$ cat config.mk
export PLATFORM = sky130hd
export DESIGN_NAME = mux_n_pipe
export DESIGN_NICKNAME = d
export VERILOG_FILES = /design/src/rtl/mux_n_pipe.sv
export SDC_FILE = /design/constraint.sdc
export NUM_CORES = 1
export LEC_CHECK = 0
export ABC_AREA = 0
export CAP_MARGIN = 20
export CORE_ASPECT_RATIO = 1.75
export CORE_UTILIZATION = 28
export DETAILED_ROUTE_END_ITERATION = 8
export PLACE_DENSITY = 0.64
export REMOVE_ABC_BUFFERS = 1
export SYNTH_ARGS = -nofsm -noshare
export SYNTH_HDL_FRONTEND = slang
export SYNTH_SLANG_ARGS = --single-unit
$ cat constraint.sdc
create_clock -name clk -period 0.8 [get_ports clk]
set_input_delay 0.2 -clock clk [delete_from_list [all_inputs] [get_ports clk]]
set_output_delay 0.2 -clock clk [all_outputs]
set_load 0.005 [all_outputs]
$ cat src/rtl/mux_n_pipe.sv
// N-input operand multiplexer followed by a LATENCY-deep register pipeline with stall, flush and valid tracking.
// Optional build macro MUX_N_PIPE_SELERR_EN adds a per-item out-of-range tag and a saturating error counter.
module mux_n_pipe #(
    parameter int NUM_IN  = 3,
    parameter int DATA_W  = 16,
    parameter int LATENCY = 1,
    parameter int SEL_W   = $clog2(NUM_IN)
) (
    input  logic                     clk,
    input  logic                     arst_n,
    input  logic                     en,
    input  logic                     flush,
    input  logic                     in_valid,
    input  logic [NUM_IN*DATA_W-1:0] in_data,
    input  logic [SEL_W-1:0]         sel,
    output logic [DATA_W-1:0]        out_data,
    output logic                     out_valid,
    output logic                     sel_err,
    output logic [7:0]               err_cnt
);

    logic [DATA_W-1:0] chan [NUM_IN];
    logic [DATA_W-1:0] sel_data;
    logic [DATA_W-1:0] stage_in_data;

    generate
        for (genvar gi = 0; gi < NUM_IN; gi++) begin : g_chan
            assign chan[gi] = in_data[gi*DATA_W +: DATA_W];
        end
    endgenerate

    // Out-of-range selects fall through to channel 0 because no other channel matches.
    always_comb begin
        sel_data = chan[0];
        for (int k = 1; k < NUM_IN; k++) begin
            if (sel == SEL_W'(k)) begin
                sel_data = chan[k];
            end
        end
    end

    assign stage_in_data = in_valid ? sel_data : '0;

    logic [DATA_W-1:0]  data_q  [LATENCY];
    logic [DATA_W-1:0]  data_d  [LATENCY];
    logic [LATENCY-1:0] valid_q;
    logic [LATENCY-1:0] valid_d;

    always_comb begin
        data_d  = data_q;
        valid_d = valid_q;
        if (flush) begin
            for (int i = 0; i < LATENCY; i++) begin
                data_d[i] = '0;
            end
            valid_d = '0;
        end else if (en) begin
            data_d[0]  = stage_in_data;
            valid_d[0] = in_valid;
            for (int i = 1; i < LATENCY; i++) begin
                data_d[i]  = data_q[i-1];
                valid_d[i] = valid_q[i-1];
            end
        end
    end

    always_ff @(posedge clk or negedge arst_n) begin
        if (!arst_n) begin
            for (int i = 0; i < LATENCY; i++) begin
                data_q[i] <= '0;
            end
            valid_q <= '0;
        end else begin
            data_q  <= data_d;
            valid_q <= valid_d;
        end
    end

    assign out_data  = data_q[LATENCY-1];
    assign out_valid = valid_q[LATENCY-1];

`ifdef MUX_N_PIPE_SELERR_EN
    logic               sel_in_range;
    logic               stage_in_err;
    logic [LATENCY-1:0] err_q;
    logic [LATENCY-1:0] err_d;
    logic [7:0]         err_cnt_q;
    logic [7:0]         err_cnt_d;

    assign sel_in_range = ({1'b0, sel} < (SEL_W+1)'(NUM_IN));
    assign stage_in_err = in_valid && !sel_in_range;

    // The tag shifts in lock-step with data/valid so it stays aligned with its item.
    always_comb begin
        err_d     = err_q;
        err_cnt_d = err_cnt_q;
        if (flush) begin
            err_d = '0;
        end else if (en) begin
            err_d[0] = stage_in_err;
            for (int i = 1; i < LATENCY; i++) begin
                err_d[i] = err_q[i-1];
            end
            if (stage_in_err && (err_cnt_q != 8'hFF)) begin
                err_cnt_d = err_cnt_q + 8'd1;
            end
        end
    end

    always_ff @(posedge clk or negedge arst_n) begin
        if (!arst_n) begin
            err_q     <= '0;
            err_cnt_q <= '0;
        end else begin
            err_q     <= err_d;
            err_cnt_q <= err_cnt_d;
        end
    end

    assign sel_err = err_q[LATENCY-1];
    assign err_cnt = err_cnt_q;
`else
    assign sel_err = 1'b0;
    assign err_cnt = 8'd0;
`endif

endmodule

==> reports/metrics.yaml, run 1 <==
status: "complete, but fails checks"
violations: "setup timing"
max_freq_ghz: 1.03
syn_inst: 104
max-vdd-ir-drop_uv: 857
hold_viol: 0
grt_pass1_vias: 1313
fin_util_pct: 59.5
critical-path-top-delay-family: "flip-flops"
async_flop_share_pct: 100
die_w_um: 50.5
hpwl_um: 2460
io_buffer_count: 71
wl_per_cell_um: 16.6
setup-violations-final: 31
post-synth-top-count-cell: "mux2i_1"
grt_max_degree: 18
period_needed_ns: 0.970
crit_buf_inv: 1
cp_cell_sequence: "buf_2"
fin_ws_ns: -0.170
area_growth_pct: 102
maxSlewViolCount: 0
gp_congestion: 0.663
dieArea_sq_mm: 0.00439
synth_flop_cell: "dfrtp_1"
cts_tree: "done"
vias_per_cell: 4.86
nets: 249
synthTopCellsByArea: "dfrtp_1 (37%), mux2i_1 (29%), a21o_1 (10%)"
startpoint_type: "flop"
core_sq_mm: 0.00390
cts-buffers-inserted: 3
grt_setup_unrepaired: "true"
worst_hold_path_type: "in -> reg"
path_clk_slew_ns: 0.06
dpl-instance-area_sq_mm: 0.00192
synth_compound_area_share_pct: 19.1
clk_latency_ns: 0.24
routed_wl_um: 4010
synth_xor_area_share_pct: 0
synth_fa_ha_area_share_pct: 0
critPathKind: "reg -> out"
cts.sinks: 17
synth_area_per_cell_sq_um: 11.1
synth_area_leader_cell: "dfrtp_1"
synth_top_family_by_area: "multiplexers"
cp_slowest_cell: "dfrtp_1"
drtPass1Iterations: 3
synthSimpleGateAreaFrac_pct: 2.93
synth_edf_count: 0
drc: 0
ant_nets: 0
clockRootBuffer: "clkbuf_8"
fin_area_sq_mm: 0.00232
drv_cap: 0
synthesis.area_sq_mm: 0.00115
grt_pass1_wl_um: 6200
ys_ff_latch: 17
finalClockSkew_ns: 0
synth_cell_types: 11
crit_path_end_kind: "output pin"
slowest_delay_ns: 0.39
synth.area.mux_share_pct: 28.7
p_per_area_mw_per_mm2: 1030
vias: 1171
gr-usage-all-layers_pct: 19.1
finalCritPeriodShare_pct: 121
start_util_pct: 29.5
rows: 30
grt_overflow: 0
p_leak_nw: 1.26
n_antenna_cell: 0
required_ns: 0.60
cts.htree.levels: 1
drt_iter0_drc: 5
yosys-top-cells-count: "mux2i_1 (33), dfrtp_1 (17), a21o_1 (16), o22ai_1 (16), buf_4 (9)"
yosysTopAreaCellShare_pct: 36.9
clk_path_buf_depth: 2
critPathMaxFanout: 2
ys_seq_area_share_pct: 36.9
drive_gt1_share_pct: 42.0
cp.arrival_ns: 0.77
design.portCount: 81
fin_tns_setup_ns: -2.85
synth_warnings: 0
die_h_um: 86.9
antenna_found_initial: 0
-- sequential cells by signal, indices dropped and copies added (netlist names) --
signal	cells
out_valid	1
out_data	16
-- cells by family after synthesis --
family	count (synthesis)
AOI/OAI and AO/OA	32
buffers and inverters	17
DFF	17
muxes	33
other	1
and+or+nand+nor	4
-- cells in the final DEF, fill, tap and decap left out --
cell             count
nor2_4               1
dfrtp_1             17
buf_2               18
buf_6                2
o22ai_4              1
o22ai_2             12
clkbuf_8             3
buf_4               11
o22ai_1              3
buf_16               4
nor2_1               1
mux2i_1             16
nand4b_4             1
a21o_1              16
buf_12               6
nand4bb_4            1
clkbuf_16            2
dlygate4sd2_1       48
clkbuf_1             1
mux2i_4              6
clkdlybuf4s50_1      1
conb_1               9
buf_8                2
mux2i_2             11
-- path summary, 6_finish.rpt --
| path | end | slack, ns | from | depth (start not counted) |
|---|---|---|---|---|
| worst max-delay path | out_data[13] | -0.17 | out_data[13] | 1 |
| worst min-delay path | out_valid | 0.23 | flush | 3 |
| worst max register to register | out_data[13] | 0.02 | out_data[13] | 2 |
| worst min register to register | out_data[4] | 0.47 | out_data[4] | 1 |
| max in group asynchronous | out_data[1] | 0.39 | arst_n | 2 |
| min in group asynchronous | out_valid | 0.29 | arst_n | 2 |
-- layout make-up --
cell class | count | area (sq um)
Timing Repair Buffer | 94 | 936
Sequential cell | 17 | 425
Tap cell | 48 | 60.1
Clock buffer | 4 | 45.0
Multi-Input combinational cell | 78 | 856
Fill cell | 354 | 1580
-- power by group --
group	total (mW)	leakage [nW]	internal (mW)	switching [mW]
Clock	0.611	0.0228	0.352	0.259
Combinational	0.862	1.01	0.520	0.342
Sequential	0.924	0.232	0.902	0.0220
-- through the flow --
| step | worst slack (ns) | std cells | power (mW) | hold WS, ns |
|---|---|---|---|---|
| 2_1_floorplan | -0.256 | 95 | 1.13 | -0.0956 |
| 3_3_place_gp | -0.909 | 220 | 1.61 | 0.461 |
| 3_5_place_dp | -1.00 | 220 | 1.63 | 0.465 |
| 4_1_cts | -0.165 | 236 | 2.31 | 0.217 |
| 5_1_grt | -0.198 | 241 | 2.52 | 0.231 |
| 6_report | -0.170 | 241 | 2.40 | 0.227 |
-- what timing repair did --
action | in CTS | in global routing
buffers inserted | 6 | 6
hold buffers | 0 | 0
pin swaps | 18 | 11
cloned | 6 | 0
endpoints found under the setup margin | 34 | 33
gates resized for setup | 169 | 26
-- metal layers --
layer | wire (um) | vias to the layer above | global-route usage [%]
met4 | 23 | 0 | 7.07
met5 | 0 | - | 0
met2 | 2540 | 40 | 39.8
met1 | 1270 | 573 | 17.6
met3 | 172 | 2 | 2.79
li1 | - | 556 | -
Note: power is estimated with default switching activity, not from simulation.
==> run 2: changes to the inputs <==
CORE_UTILIZATION = 35   (was 28)
PLACE_DENSITY = 0.86   (was 0.64)
SKIP_LAST_GASP = 1   (was default)
==> run 2 against run 1 <==
Compared with the run above: the run still ends with setup timing left; clock power rose by 0.8%; via count grew 5.1%; non-clock buffer count rose by 4; largest cell class unchanged; register-to-register slack got worse by 0.02 ns; hold slack got worse by 0.0080 ns; clock skew unchanged; first-iteration DRC count grew to 3.0 times the previous value; critical path type unchanged; core utilization rose by 17 points; sequential power barely moved; global-route usage rose by 4.9 points; critical endpoint is now out_data[3]; die area down 19%.
==> reports/metrics.yaml, run 2 (same netlist as run 1, synthesis figures left out) <==
status: "complete, but fails checks"
violations: "setup timing"
fin_ws_ns: -0.185
critPathMaxFanout: 2
clockRootBuffer: "clkbuf_8"
drive_gt1_share_pct: 43.1
slowest_delay_ns: 0.39
place_ws_ns: -0.988
p_total_mw: 2.48
nets: 253
cts-buffers-inserted: 3
ant_nets: 0
fin_area_sq_mm: 0.00241
crit_path_end_kind: "output pin"
hold_viol: 0
regArea_sq_um: 425
max_freq_ghz: 1.02
grt_max_degree: 18
hpwl_um: 2670
cp.arrival_ns: 0.79
clk_path_buf_depth: 2
finalCritPeriodShare_pct: 123
grt_setup_unrepaired: "true"
dieArea_sq_mm: 0.00353
dpl-instance-area_sq_mm: 0.00191
grt_overflow: 0
period_needed_ns: 0.985
fillerInstances: 192
p_leak_nw: 1.31
vias_per_cell: 5.11
cp_slowest_cell: "dfrtp_1"
cts_tree: "done"
grt_pass1_vias: 1320
path_clk_slew_ns: 0.06
p_per_area_mw_per_mm2: 1030
start_util_pct: 36.7
die_h_um: 77.9
io_buffer_count: 71
crit_buf_inv: 1
final_common_cell: "dlygate4sd2_1"
drv_cap: 0
wl_per_cell_um: 19.1
antenna_found_initial: 1
mostFrequentLayoutCells: "dlygate4sd2_1 (45), buf_2 (18), mux2i_1 (17), dfrtp_1 (17), a21o_1 (16)"
cp.depth: 1
drc: 0
startpoint_type: "flop"
drtPass1Iterations: 2
critPathKind: "reg -> out"
max-vdd-ir-drop_uv: 824
setup-violations-final: 31
core_sq_mm: 0.00314
routed_wl_um: 4610
cp_cell_sequence: "buf_2"
die_w_um: 45.4
vias: 1231
multi_input_area_sq_um: 910
gr-usage-all-layers_pct: 24.0
crit_start: "out_data[3]"
endpoint: "out_data[3]"
hold_depth: 3
reg2reg_to: "out_data[5]"
critical-path-top-delay-family: "flip-flops"
drt_iter0_drc: 15
grt_pass1_wl_um: 5990
largest_register_ffs: 16
ff2ff_setup_slack_ns: 0
worst_hold_path_type: "in -> reg"
maxSlewViolCount: 0
rows: 27
area_growth_pct: 109
gp_congestion: 0.736
required_ns: 0.60
rr_worst_depth: 2
clk_latency_ns: 0.24
design.portCount: 81
r2r-start: "out_data[5]"
finalClockSkew_ns: 0
cts.sinks: 17
cts_hold_buffers: 0
cts.htree.levels: 1
[run 2: changes by cell type in the layout (fill, tap and decap cells not counted), moves of 2 or more]
cell | previous run | this run
mux2i_2 | 11 | 5
mux2i_4 | 6 | 11
buf_4 | 11 | 14
dlygate4sd2_1 | 48 | 45
dlymetal6s2s_1 | 0 | 3
buf_12 | 6 | 4
buf_6 | 2 | 4
[run 2: repair_timing]
item,4_1_cts,5_1_grt
endpoints found under the setup margin,34,34
gates cloned,6,0
setup buffers,7,8
pin swaps,17,10
resized for setup,172,32
[run 2: metal layers]
layer | routed length [um] | vias up | global-route usage, %
met5 | 0 | - | 0
met4 | 239 | 0 | 18.2
met3 | 185 | 14 | 2.33
met2 | 2720 | 54 | 45.4
met1 | 1460 | 594 | 20.8
li1 | - | 569 | -
[run 2: worst min path at each step]
stage	startpoint	endpoint	slack (ns)
2_1_floorplan	arst_n	out_data[0]	-0.1
3_3_place_gp	out_data[8]	out_data[8]	0.46
3_5_place_dp	out_data[7]	out_data[7]	0.47
4_1_cts	flush	out_valid	0.21
5_1_grt	flush	out_valid	0.22
6_report	flush	out_valid	0.22
[run 2: cell type report]
| type | count | area share (%) |
|---|---|---|
| repair buffers | 98 | 40.3 |
| multi-input cells | 78 | 37.8 |
| flip-flops and latches | 17 | 17.7 |
| well taps | 43 | 2.24 |
| clock buffers | 4 | 1.87 |
| diodes | 1 | 0.104 |
[run 2: power by group]
part           leakage [nW]  total (mW)  switching, mW  internal, mW
Combinational          1.05       0.936          0.383         0.553
Sequential            0.232       0.926         0.0243         0.902
Clock                0.0228       0.616          0.264         0.352
[run 2: per-stage QoR]
step	instances	TNS, ns	utilization [%]	hold slack [ns]
after floorplan	95	-4.09	-	-0.0956
after global placement	216	-18.28	60.7	0.459
after detailed placement	216	-20.10	60.7	0.465
after CTS	233	-2.95	69.4	0.211
after global routing	241	-3.93	76.6	0.224
final	241	-3.24	76.6	0.219
